==> src/rtl/mem_write_buffer_pkg.sv <==
// rtl/mem_write_buffer_pkg.sv - shared state codes and default sizes for the write buffer
//
// Purpose: constants shared by mem_write_buffer and wb_fifo.
//   WB_ADDR_W / WB_DATA_W / WB_DEPTH : default address width, data width, buffer entries
//   wb_state_e                       : sequencer states WB_IDLE, WB_DRAIN, WB_READ, WB_RESP
// Optional feature macro used by the bundle: WB_FWD_EN (store-to-load forwarding).

package mem_write_buffer_pkg;

  localparam int WB_ADDR_W = 16;
  localparam int WB_DATA_W = 32;
  localparam int WB_DEPTH  = 4;

  typedef enum logic [1:0] {
    WB_IDLE  = 2'd0,
    WB_DRAIN = 2'd1,
    WB_READ  = 2'd2,
    WB_RESP  = 2'd3
  } wb_state_e;

endpackage

==> src/rtl/mem_write_buffer_fifo.sv <==
// rtl/mem_write_buffer_fifo.sv - store queue with registered full/empty and optional youngest-match search
//
// Purpose: circular buffer of {addr, data} store entries.
// Ports:
//   clk_i, reset_i            : clock, synchronous active-low reset
//   push_i, push_addr_i/data_i: enqueue request; ignored while full
//   pop_i                     : dequeue head; ignored while empty
//   head_addr_o, head_data_o  : oldest entry
//   full_o, empty_o           : registered status
//   lookup_addr_i, hit_o, hit_data_o : youngest matching entry (only with WB_FWD_EN)
// Macro: WB_FWD_EN adds the address comparators and lookup ports.

module wb_fifo
  import mem_write_buffer_pkg::*;
#(
  parameter int ADDR_W = WB_ADDR_W,
  parameter int DATA_W = WB_DATA_W,
  parameter int DEPTH  = WB_DEPTH
) (
  input  logic              clk_i,
  input  logic              reset_i,
  input  logic              push_i,
  input  logic [ADDR_W-1:0] push_addr_i,
  input  logic [DATA_W-1:0] push_data_i,
  input  logic              pop_i,
  output logic [ADDR_W-1:0] head_addr_o,
  output logic [DATA_W-1:0] head_data_o,
  output logic              full_o,
  output logic              empty_o
`ifdef WB_FWD_EN
  ,
  input  logic [ADDR_W-1:0] lookup_addr_i,
  output logic              hit_o,
  output logic [DATA_W-1:0] hit_data_o
`endif
);

  localparam int PW = $clog2(DEPTH);
  localparam int CW = PW + 1;

  logic [ADDR_W-1:0] addr_mem_q [DEPTH];
  logic [DATA_W-1:0] data_mem_q [DEPTH];
  logic [PW-1:0]     head_q, tail_q;
  logic [CW-1:0]     count_q, count_d;
  logic              full_q, empty_q;
  logic              do_push, do_pop;

  // Full/empty come from the registered count, so a pop in the same cycle
  // never makes room for a push.
  assign do_push = push_i && !full_q;
  assign do_pop  = pop_i && !empty_q;

  always_comb begin
    count_d = count_q;
    if (do_push && !do_pop) begin
      count_d = count_q + CW'(1);
    end else if (!do_push && do_pop) begin
      count_d = count_q - CW'(1);
    end
  end

  always_ff @(posedge clk_i) begin
    if (!reset_i) begin
      head_q  <= '0;
      tail_q  <= '0;
      count_q <= '0;
      full_q  <= 1'b0;
      empty_q <= 1'b1;
    end else begin
      if (do_push) tail_q <= tail_q + PW'(1);
      if (do_pop)  head_q <= head_q + PW'(1);
      count_q <= count_d;
      full_q  <= (count_d == CW'(DEPTH));
      empty_q <= (count_d == '0);
    end
  end

  // Storage needs no reset: only slots covered by count are ever read.
  always_ff @(posedge clk_i) begin
    if (do_push) begin
      addr_mem_q[tail_q] <= push_addr_i;
      data_mem_q[tail_q] <= push_data_i;
    end
  end

  assign head_addr_o = addr_mem_q[head_q];
  assign head_data_o = data_mem_q[head_q];
  assign full_o      = full_q;
  assign empty_o     = empty_q;

`ifdef WB_FWD_EN
  // Walk oldest to youngest so the last match seen is the youngest.
  always_comb begin
    hit_o      = 1'b0;
    hit_data_o = '0;
    for (int i = 0; i < DEPTH; i++) begin
      if ((CW'(i) < count_q) && (addr_mem_q[head_q + PW'(i)] == lookup_addr_i)) begin
        hit_o      = 1'b1;
        hit_data_o = data_mem_q[head_q + PW'(i)];
      end
    end
  end
`endif

endmodule

==> src/rtl/mem_write_buffer.sv <==
// rtl/mem_write_buffer.sv - write-through store buffer and memory-port sequencer
//
// Purpose: queues cache stores, drains them to memory over req/ack, and
// services read misses; sole master of the memory port.
// Ports:
//   clk, reset (sync active-low)
//   memWrite, memRead, addr, wdata : cache side requests
//   rdata, rdValid                  : read completion (one-cycle pulse)
//   wbFull, wbEmpty, wbOvf          : buffer status, wbOvf sticky on dropped store
//   memReq, memWe, memAddr, memWdata: memory request, held until memAck
//   memRdata, memAck                : memory completion
// Macro: WB_FWD_EN - forward buffered store data to reads; misses bypass the buffer.
//   Undefined: reads wait until the buffer has drained.

module mem_write_buffer
  import mem_write_buffer_pkg::*;
#(
  parameter int ADDR_W = WB_ADDR_W,
  parameter int DATA_W = WB_DATA_W,
  parameter int DEPTH  = WB_DEPTH
) (
  input  logic              clk,
  input  logic              reset,
  input  logic              memWrite,
  input  logic              memRead,
  input  logic [ADDR_W-1:0] addr,
  input  logic [DATA_W-1:0] wdata,
  output logic [DATA_W-1:0] rdata,
  output logic              rdValid,
  output logic              wbFull,
  output logic              wbEmpty,
  output logic              wbOvf,
  output logic              memReq,
  output logic              memWe,
  output logic [ADDR_W-1:0] memAddr,
  output logic [DATA_W-1:0] memWdata,
  input  logic [DATA_W-1:0] memRdata,
  input  logic              memAck
);

  wb_state_e         state_q;
  logic [DATA_W-1:0] rdata_q;
  logic              rdValid_q;
  logic              wbOvf_q;
  logic              memReq_q;
  logic              memWe_q;
  logic [ADDR_W-1:0] memAddr_q;
  logic [DATA_W-1:0] memWdata_q;

  logic [ADDR_W-1:0] head_addr;
  logic [DATA_W-1:0] head_data;
  logic              fifo_full, fifo_empty, fifo_pop;
`ifdef WB_FWD_EN
  logic              fwd_hit;
  logic [DATA_W-1:0] fwd_data;
`endif

  // Acks are only meaningful while a drain is in flight; anywhere else they
  // must not pop.
  assign fifo_pop = (state_q == WB_DRAIN) && memAck;

  wb_fifo #(
    .ADDR_W(ADDR_W),
    .DATA_W(DATA_W),
    .DEPTH (DEPTH)
  ) u_fifo (
    .clk_i      (clk),
    .reset_i    (reset),
    .push_i     (memWrite),
    .push_addr_i(addr),
    .push_data_i(wdata),
    .pop_i      (fifo_pop),
    .head_addr_o(head_addr),
    .head_data_o(head_data),
    .full_o     (fifo_full),
    .empty_o    (fifo_empty)
`ifdef WB_FWD_EN
    ,
    .lookup_addr_i(addr),
    .hit_o        (fwd_hit),
    .hit_data_o   (fwd_data)
`endif
  );

  always_ff @(posedge clk) begin
    if (!reset) begin
      state_q    <= WB_IDLE;
      rdata_q    <= '0;
      rdValid_q  <= 1'b0;
      wbOvf_q    <= 1'b0;
      memReq_q   <= 1'b0;
      memWe_q    <= 1'b0;
      memAddr_q  <= '0;
      memWdata_q <= '0;
    end else begin
      if (memWrite && fifo_full) wbOvf_q <= 1'b1;

      case (state_q)
        WB_IDLE: begin
          if (memRead && memWrite) begin
            // Let the store land first; the read is decided next cycle.
            state_q <= WB_IDLE;
          end else if (memRead) begin
`ifdef WB_FWD_EN
            if (fwd_hit) begin
              rdata_q   <= fwd_data;
              rdValid_q <= 1'b1;
              state_q   <= WB_RESP;
            end else begin
              memReq_q  <= 1'b1;
              memWe_q   <= 1'b0;
              memAddr_q <= addr;
              state_q   <= WB_READ;
            end
`else
            // Drain everything ahead of the read so memory is coherent.
            if (!fifo_empty) begin
              memReq_q   <= 1'b1;
              memWe_q    <= 1'b1;
              memAddr_q  <= head_addr;
              memWdata_q <= head_data;
              state_q    <= WB_DRAIN;
            end else begin
              memReq_q  <= 1'b1;
              memWe_q   <= 1'b0;
              memAddr_q <= addr;
              state_q   <= WB_READ;
            end
`endif
          end else if (!fifo_empty) begin
            memReq_q   <= 1'b1;
            memWe_q    <= 1'b1;
            memAddr_q  <= head_addr;
            memWdata_q <= head_data;
            state_q    <= WB_DRAIN;
          end
        end
        WB_DRAIN: begin
          if (memAck) begin
            memReq_q <= 1'b0;
            memWe_q  <= 1'b0;
            state_q  <= WB_IDLE;
          end
        end
        WB_READ: begin
          if (memAck) begin
            memReq_q  <= 1'b0;
            rdata_q   <= memRdata;
            rdValid_q <= 1'b1;
            state_q   <= WB_RESP;
          end
        end
        WB_RESP: begin
          rdValid_q <= 1'b0;
          state_q   <= WB_IDLE;
        end
        default: state_q <= WB_IDLE;
      endcase
    end
  end

  assign rdata    = rdata_q;
  assign rdValid  = rdValid_q;
  assign wbFull   = fifo_full;
  assign wbEmpty  = fifo_empty;
  assign wbOvf    = wbOvf_q;
  assign memReq   = memReq_q;
  assign memWe    = memWe_q;
  assign memAddr  = memAddr_q;
  assign memWdata = memWdata_q;

endmodule
==> config.mk <==
export PLATFORM = sky130hd
export DESIGN_NAME = mem_write_buffer
export DESIGN_NICKNAME = d
export VERILOG_FILES = /design/src/rtl/mem_write_buffer_pkg.sv /design/src/rtl/mem_write_buffer_fifo.sv /design/src/rtl/mem_write_buffer.sv
export SDC_FILE = /design/constraint.sdc
export NUM_CORES = 1
export LEC_CHECK = 0
export ABC_AREA = 1
export CAP_MARGIN = 30
export CORE_MARGIN = 1
export CORE_UTILIZATION = 44
export CTS_BUF_LIST = sky130_fd_sc_hd__clkbuf_8
export CTS_CLUSTER_SIZE = 16
export DETAILED_ROUTE_END_ITERATION = 16
export GPL_ROUTABILITY_DRIVEN = 1
export PLACE_DENSITY = 0.67
export SYNTH_ARGS = -nofsm -noshare
export SYNTH_HDL_FRONTEND = slang
export SYNTH_SLANG_ARGS = --single-unit
==> constraint.sdc <==
create_clock -name clk -period 6.28 [get_ports clk]
set_input_delay 0.628 -clock clk [delete_from_list [all_inputs] [get_ports clk]]
set_output_delay 0.628 -clock clk [all_outputs]
set_load 0.02 [all_outputs]
==> results of run 1 <==
## tightest hold or removal path: stages, from the launching register on
cell     delay, ns
dfxtp_1       0.32
nor2_1        0.05
nor2_1        0.08
## power groups by stage
| stage | sequential, mW | clock, mW | combinational (mW) |
|---|---|---|---|
| floorplan | 2.57 | 0 | 0.506 |
| global placement | 2.40 | 0 | 1.15 |
| detailed placement | 2.39 | 0 | 1.18 |
| CTS | 2.36 | 1.59 | 1.19 |
| global route | 2.38 | 1.68 | 1.30 |
| finish | 2.35 | 1.56 | 1.17 |
## flip-flops by register name, summed over array words and instances (netlist names), 2 cells and up, named ones only
signal and cells:
u_fifo.data_mem_q 128, rdata 32, memAddr 16, u_fifo.tail_q 2, u_fifo.head_q 2, state_q 2
u_fifo.count_q 3, u_fifo.addr_mem_q 64, memWdata 32
## path summary, 6_finish.rpt
check / startpoint / to / slack [ns]
max: memWrite / u_fifo.addr_mem_q[0][13]$_DFFE_PP_ / 3.87
min: rdata[12]$_SDFFE_PN0P_ / rdata[12]$_SDFFE_PN0P_ / 0.48
max reg2reg: u_fifo.tail_q[0]$_SDFFE_PN0P_ / u_fifo.addr_mem_q[0][13]$_DFFE_PP_ / 4.16
min reg2reg: rdata[12]$_SDFFE_PN0P_ / rdata[12]$_SDFFE_PN0P_ / 0.48
## Yosys cell counts, drive strengths merged
cell type,n
o21ai,154
edfxtp,192
ha,11
nand3b,2
nand2,91
buf,26
dfxtp,97
a21oi,74
clkinv,1
inv,91
nor2,143
nand3,60
o22ai,34
clkbuf,29
## metal layers
layer / wire length, um / share of wire / vias to the layer above
li1: - / - / 3832
met1: 10400 / 0.43 / 3582
met2: 12000 / 0.50 / 214
met3: 1410 / 0.058 / 31
met4: 397 / 0.016 / 0
met5: 0 / 0 / -
## through the flow
stage,worst slack (ns),util,std cells,power [mW]
2_1_floorplan,3.07,-,1005,3.07
4_1_cts,3.85,0.573,1546,5.13
3_3_place_gp,3.30,0.530,1453,3.55
6_report,3.87,0.573,1546,5.08
3_5_place_dp,3.26,0.535,1458,3.58
5_1_grt,3.66,0.573,1546,5.35
## layout make-up
cell class                 count  area (um2)
fill                        2043       10500
sequential                   289        7710
tap                          324         405
clock inverter                34         178
clock buffer                  54         743
inverter                      92         345
timing repair buffer         184        1890
multi-input combinational    569        2740
## cells by family after synthesis
family                     Yosys count  share of synthesized area
and+or+nand+nor                    296                      0.110
buffers and inverters              147                     0.0569
AOI/OAI and AO/OA                  262                      0.123
adders and majority gates           11                     0.0125
DFF                                289                      0.698
==> metrics.md, run 1 <==
| Metric | Value |
|---|---|
| Fin Hold WS | between 0.4 and 0.5 ns |
| CP bufs+invs | 2 |
| Register area share after synthesis | 0.698 |
| Die area | 25700 um2 |
| Row Count | 57 |
| IO Port Bufs | 170 |
| RSZ-0062 raised after global routing | false |
| Max-cap check violation count | 0 |
| Layout Skew | 0.0244 ns |
| Cell variety after synth | 24 |
| CP arrival | 2.63 ns |
| Synthesis-to-layout area growth | 26.8% |
| Via count | around 7700 |
| Number of global-route vias before repair | 7429 |
| Crit-path slowest cell | nor2_4 |
| Syn_nets | 1101 |
| I/O pins | ~170 |
| # setup viols final | 0 |
| Largest net degree at the start of global routing | 65 |
| Internal Pwr Total | 3.58 mW |
| Min Tclk post-route | 2.41 ns |
| Height of the chip | 160 um |
| Max Transition Viols Final | 0 |
| Initial antenna violation count | 0 |
| H-Tree Depth | 2 |
| Num CTS Buffers | 48 |
| Logic pwr share | 0.231 |
| DRC | 0 |
| First-pass GRT wire length | 38300 um |
| GRT overflow | 0 |
| Vias per cell | 4.95 |
| Drt initial violations | 594 |
| Clock input transition at the sequential cells of the worst setup and hold paths | 0.06 ns |
| Commonest non-fill, non-tap cell in the layout | edfxtp_1 |
| Post-Synthesis Cells | roughly 1000 |
| VDD IR-drop max | around 0.00022 V |
| Post-DRT Antenna Nets | 0 |
| Yosys warnings | 0 |
| Setup Buffers After CTS | 0 |
| Worst-Margin Slew | 1.05 ns |
| Core box area | 24500 um2 |
| Hold Violations, Final | 0 |
| Synth top area share | 0.522 |
| Post-Syn Area | 11000 um2 |
| Fmax | just over 0.4 GHz |
| Top Family by Delay on Critical Path | buffers and inverters |
| Sw Pwr | 1.50 mW |
| Max clock buf depth | 3 |
| Post-CTS sizing | 0 |
| Global-route met2 utilization | 0.324 |
| Sequential power share | 0.463 |
| Synth area leader | edfxtp_1 |
| Clock share of power | 0.306 |
| R2R cell count | 5 |
| GRT Max-Usage Layer | met2 |
| Drt first pass iters | 5 |
| PwrDens | 363 nW/um2 |
| GR Util met1 | 0.234 |
| Worst path depth | 4 |
| Share of the clock period used by the worst path | 0.384 |
| GPL Wtd Cong | around 0.72 |
| Avg WL per Cell | 15.7 um |
| Nets | approximately 1300 |
| Critical Path RT | 6.50 ns |
| Final HPWL DP | 14900 um |
| Synthesized flop and latch total | roughly 290 |
| Final instance area | 14000 um2 |
| CTS sink cnt | 289 |
| Setup CP Type | primary input to flip-flop |
| Syn avg cell area | 11.0 um2 |
| CTS root buf | clkbuf_8 |
| Hold buffers post-CTS | 0 |
| Critical Path End Type | flip-flop |
| Startpoint Class | primary input |
| Met3 Track Usage GR | 0.0424 |
| Commonest cells after routing, fill and taps aside | edfxtp_1 (192), clkdlybuf4s50_1 (170), nor2_1 (137) |
| Hold path depth | 2 |
| Hold crit path type | flip-flop to flip-flop |
| Leakage | between 5 and 6 nW |
| Inserted Diodes | 0 |
| DP Area | 13100 um2 |
| CP max FO | 25 |
| Initial Util | 0.451 |
| CP cell instances | clkdlybuf4s50_1 -> nand2_2 -> nor2_4 -> buf_4 |
| Tot GR Track Use | 0.188 |
| Die width | 160 um |
| CTS tree | built |
| Max stage delay on crit path | 0.70 ns |
| Sw frac | 0.296 |
| Leading post-synthesis cells by cell area | edfxtp_1 (52%), dfxtp_1 (18%), o21ai_0 (5.3%) |
| Relative slew slack | 0.301 |
| WL final | 24300 um |
| Final setup TNS | 0 ns |
| Layout cells sized above 1 | 0.0753 |
| Clk_lat worst skew | 0.57 ns |
| Outcome | finished, final reports clean |
Note: power is estimated with default switching activity, not from simulation.
==> run 2, diff against run 1 <==
clock period = 2.42 ns   (was 6.28 ns; I/O delays follow)
==> metrics.md, run 2 (same netlist as run 1, synthesis figures left out) <==
| Metric | Value |
|---|---|
| Outcome | finished, final reports clean |
| Largest net degree at the start of global routing | 65 |
| Drt first pass iters | 5 |
| WL final | 24300 um |
| Critical Path End Type | primary output |
| CP max FO | 5 |
| DP Area | 13200 um2 |
| # setup viols final | 0 |
| Clock input transition at the sequential cells of the worst setup and hold paths | roughly 0.060 ns |
| M1 WL | 10300 um |
| Max Transition Viols Final | 0 |
| Top Registers | u_fifo.data_mem_q x128, u_fifo.addr_mem_q x64 |
| Core box area | 24500 um2 |
| Startpoint Class | flip-flop |
| FF-to-FF setup slack | 0.79 ns |
| Top Family by Delay on Critical Path | buffers and inverters |
| Multi-input logic area | 2740 um2 |
| Avg WL per Cell | 15.6 um |
| Initial Util | 0.451 |
| IO Port Bufs | 170 |
| Number of global-route vias before repair | 7625 |
| I/O pins | 171 |
| Detail Route met2 WL | 11800 um |
| GRT overflow | 0 |
| RSZ-0062 raised after global routing | false |
| Max-cap check violation count | 0 |
| Setup Buffers After CTS | 0 |
| Final instance area | about 14000 um2 |
| Layout Skew | 0.0159 ns |
| Min Tclk post-route | roughly 1.9 ns |
| Sw frac | 0.292 |
| Setup CP Type | flip-flop to primary output |
| Sequential power share | 0.460 |
| DRC | 0 |
| CTS sink cnt | 289 |
| Initial antenna violation count | 2 |
| Commonest cells after routing, fill and taps aside | edfxtp_1 (192), clkdlybuf4s50_1 (170), nor2_1 (137) |
| Logic pwr share | 0.232 |
| H-Tree Depth | 2 |
| CP arrival | 1.65 ns |
| CTS tree | built |
| Height of the chip | ~160 um |
| Tot GR Track Use | 0.190 |
| CP bufs+invs | 1 |
| Row Count | 57 |
| Hold buffers post-CTS | 0 |
| Post-CTS sizing | 0 |
| Fill cells | 2034 |
| Reg area | 7710 um2 |
| Drt initial violations | 538 |
| Final setup TNS | 0 ns |
| Worst-Margin Slew | between 0.6 and 0.7 ns |
| Uppermost layer routed | met5 |
| Post-DRT Antenna Nets | 0 |
| Clk_lat worst skew | between 0.5 and 0.6 ns |
| Max stage delay on crit path | 0.66 ns |
| Clock share of power | 0.308 |
| Max reg flops | 128 |
| Layout cells sized above 1 | 0.0806 |
| GPL Wtd Cong | 0.782 |
| Commonest non-fill, non-tap cell in the layout | edfxtp_1 |
| Max clock buf depth | 3 |
| Hold crit path type | primary input to flip-flop |
| Critical Path RT | 2.18 ns |
| CTS root buf | clkbuf_8 |
| Num CTS Buffers | 47 |
| Power, Total | about 13 mW |
| PwrDens | 944 nW/um2 |
| Hold Violations, Final | 0 |
| Reg with most FFs | u_fifo.data_mem_q |
| Via count | 7751 |
| WL met3 | 1640 um |
| Sw Pwr | 3.89 mW |
| Final HPWL DP | 14400 um |
| Share of the clock period used by the worst path | 0.780 |
| Fmax | around 0.53 GHz |
| Die area | 25700 um2 |
| Internal Pwr Total | between 9 and 10 mW |
| Die width | about 160 um |
| VDD IR-drop max | 0.000587 V |
| Crit-path slowest cell | clkdlybuf4s50_1 |
| Synthesis-to-layout area growth | 27.7% |
| First-pass GRT wire length | a little under 40000 um |
| Vias per cell | 4.99 |
| Relative slew slack | 0.564 |
| Leakage | 5.35 nW |
| Nets | 1287 |
| CP cell instances | clkdlybuf4s50_1 |
==> run 2: cell count changes in the layout (fill, tap and decap cells not counted), sizes merged <==
cell	before	now
buf	14	22
clkinv	13	5
clkbuf	54	58
inv	111	114
diode	0	1
==> run 2: metal layers <==
metal | global-route usage | vias to the layer above
li1 | - | 3849
met1 | 0.241 | 3626
met2 | 0.323 | 222
met3 | 0.0444 | 52
met4 | 0.0597 | 2
met5 | 0 | -
==> run 2: cell type report <==
type | instances | area share
diodes | 1 | 0.000177
clock buffers | 58 | 0.0566
clock inverters | 29 | 0.0104
inverters | 92 | 0.0245
multi-input cells | 569 | 0.194
flip-flops and latches | 289 | 0.547
well taps | 324 | 0.0288
repair buffers | 192 | 0.139
==> run 2: final timing paths <==
check	startpoint	endpoint	cells after the start
max	u_fifo.empty_o$_SDFF_PN1_	wbEmpty	1
max reg2reg	state_q[1]$_SDFFE_PN0P_	u_fifo.full_o$_SDFF_PN0_	11
min	memRdata[29]	rdata[29]$_SDFFE_PN0P_	3
min reg2reg	wbOvf$_SDFFE_PN0P_	wbOvf$_SDFFE_PN0P_	2
==> run 2: per-stage QoR <==
stage	setup WS, ns	hold slack [ns]	utilization	instances
finish	0.533	0.323	0.576	1554
global route	0.494	0.303	0.576	1553
CTS	0.515	0.289	0.576	1553
detailed placement	0.447	0.462	0.538	1466
global placement	0.457	0.450	0.538	1466
floorplan	-0.632	0.341	-	1005
==> run 2: worst reg2reg max path, delay by kind of cell, from the launching register on <==
| kind | cells | cell delay, ns |
|---|---|---|
| DFF | 1 | 0.33 |
| adders and majority gates | 1 | 0.26 |
| and+or+nand+nor | 8 | 0.74 |
| buffers and inverters | 2 | 0.19 |
==> run 2: power groups by stage <==
stage	Combinational (mW)	Sequential, mW	Clock (mW)
finish	3.09	6.12	4.10
global route	3.40	6.19	4.43
CTS	3.12	6.13	4.18
detailed placement	3.11	6.23	0
global placement	3.06	6.21	0
floorplan	1.31	6.66	0
==> run 3, diff against run 2 <==
clock period = 2 ns   (was 2.42 ns; I/O delays follow)
==> metrics.md, run 3 (same netlist as run 1, synthesis figures left out) <==
| Metric | Value |
|---|---|
| Post-CTS sizing | 0 |
| Fin Hold WS | 0.272 ns |
| Final HPWL DP | 15000 um |
| Outcome | finished, final reports clean |
| Drt initial violations | 499 |
| Drt first pass iters | 4 |
| Die width | 160 um |
| Max clock buf depth | 3 |
| CTS sink cnt | 289 |
| Commonest cells after routing, fill and taps aside | edfxtp_1 (192), clkdlybuf4s50_1 (169), nor2_1 (137) |
| Post-DRT Antenna Nets | 0 |
| Max Transition Viols Final | 0 |
| Worst flop-to-flop path startpoint | state_q[0]$_SDFFE_PN0P_ |
| Layout cells sized above 1 | 0.0826 |
| Nets | 1292 |
| Tot GR Track Use | 0.189 |
| Top Family by Delay on Critical Path | buffers and inverters |
| Fmax | 0.554 GHz |
| Worst-Margin Slew | ~0.65 ns |
| Max reg flops | ~130 |
| Largest net degree at the start of global routing | 66 |
| First-pass GRT wire length | 38800 um |
| Crit-path slowest cell | clkdlybuf4s50_1 |
| Leakage | 5.35 nW |
| CP arrival | 1.61 ns |
| Min Tclk post-route | 1.81 ns |
| GPL Wtd Cong | 0.773 |
| Layout Skew | 0.0169 ns |
| Initial antenna violation count | 2 |
| Core box area | 24500 um2 |
| Critical Path RT | 1.80 ns |
| Clk_lat worst skew | 0.56 ns |
| Logic pwr share | 0.234 |
| Via count | 7741 |
| Top Registers | u_fifo.data_mem_q x128, u_fifo.addr_mem_q x64 |
| Relative slew slack | 0.565 |
| R2R cell count | 7 |
| H-Tree Depth | 2 |
| Number of global-route vias before repair | 7426 |
| PwrDens | 1130 nW/um2 |
| GRT overflow | 0 |
| Power, Total | 16.1 mW |
| Hold_sp | wdata[21] |
| Synthesis-to-layout area growth | 28.1% |
| Reg2reg end | memAddr[1]$_SDFFE_PN0P_ |
| Num CTS Buffers | between 40 and 50 |
| Reg with most FFs | u_fifo.data_mem_q |
| Hold path depth | 1 |
| Die area | 25700 um2 |
| Setup CP Type | flip-flop to primary output |
| Commonest non-fill, non-tap cell in the layout | edfxtp_1 |
| # setup viols final | 0 |
| Row Count | between 50 and 60 |
| Internal Pwr Total | roughly 11 mW |
| Clock input transition at the sequential cells of the worst setup and hold paths | around 0.06 ns |
| Startpoint Class | flip-flop |
| CTS root buf | clkbuf_8 |
| Max-cap check violation count | 0 |
| Vias per cell | roughly 5 |
| Sw Pwr | ~4.7 mW |
| Max stage delay on crit path | 0.65 ns |
| I/O pins | between 150 and 200 |
| Hold Violations, Final | 0 |
| VDD IR-drop max | 0.000645 V |
| DRC | 0 |
| Share of the clock period used by the worst path | 0.903 |
| Clock share of power | 0.306 |
| CP max FO | 5 |
| Avg WL per Cell | ~16 um |
| Sequential power share | 0.459 |
| WL final | ~24000 um |
| CTS tree | built |
| Initial Util | 0.451 |
| CP cell instances | clkdlybuf4s50_1 |
| CP bufs+invs | 1 |
| RSZ-0062 raised after global routing | false |
| Sw frac | 0.295 |
| Hold Path Sink | u_fifo.data_mem_q[3][21]$_DFFE_PP_ |
| FF-to-FF setup slack | about 0.4 ns |
| IO Port Bufs | 170 |
| Height of the chip | 160 um |
| Hold crit path type | primary input to flip-flop |
| Final setup TNS | 0 ns |
| Critical Path End Type | primary output |
[run 3: cell count changes in the layout (fill, tap and decap cells not counted), moves of 2 or more]
cell,before,now
buf_12,7,10
clkbuf_8,58,52
clkinv_1,3,11
clkinv_2,2,4
inv_1,110,105
[run 3: layer usage]
layer,routed length [um],global-route usage
met1,10700,0.244
met2,11700,0.315
met3,1400,0.0411
met4,500,0.0654
met5,14,0
[run 3: power by group through the flow]
stage          combinational, mW  clock [mW]  sequential, mW
2_1_floorplan               1.59           0            8.05
3_3_place_gp                3.74           0            7.49
3_5_place_dp                3.79           0            7.50
4_1_cts                     3.80        5.06            7.39
5_1_grt                     4.14        5.32            7.45
6_report                    3.76        4.92            7.37
[run 3: final cells by class]
cell class	count	area [um2]
fill	2055	10300
antenna	1	2.50
multi-input combinational	569	2740
sequential	289	7710
tap	324	405
clock inverter	36	205
timing repair buffer	197	2030
clock buffer	52	716
inverter	92	345
[run 3: worst max-delay path by stage]
stage | slack [ns] | cells after the start | endpoint | from
2_1_floorplan | -0.27 | 3 | u_fifo.addr_mem_q[0][0]$_DFFE_PP_ | u_fifo.full_o$_SDFF_PN0_
3_3_place_gp | 0.17 | 4 | u_fifo.data_mem_q[0][28]$_DFFE_PP_ | memWrite
3_5_place_dp | 0.16 | 4 | u_fifo.addr_mem_q[0][9]$_DFFE_PP_ | memWrite
4_1_cts | 0.14 | 1 | wbEmpty | u_fifo.empty_o$_SDFF_PN1_
5_1_grt | 0.11 | 1 | wbEmpty | u_fifo.empty_o$_SDFF_PN1_
6_report | 0.19 | 1 | wbEmpty | u_fifo.empty_o$_SDFF_PN1_
[run 3: per-stage QoR]
step,cell area (um2),util,instances,setup WS [ns]
after floorplan,11100,-,1005,-0.272
after global placement,13200,0.540,1470,0.173
after detailed placement,13200,0.540,1470,0.156
after CTS,14100,0.578,1559,0.136
after global routing,14100,0.578,1559,0.110
final,14100,0.578,1560,0.194
[run 3: repair_timing]
| action | 4_1_cts | 5_1_grt |
|---|---|---|
| hold buffers | 1 | 0 |
| buffers inserted | 0 | 0 |
| endpoints found under the hold margin | 1 | 0 |
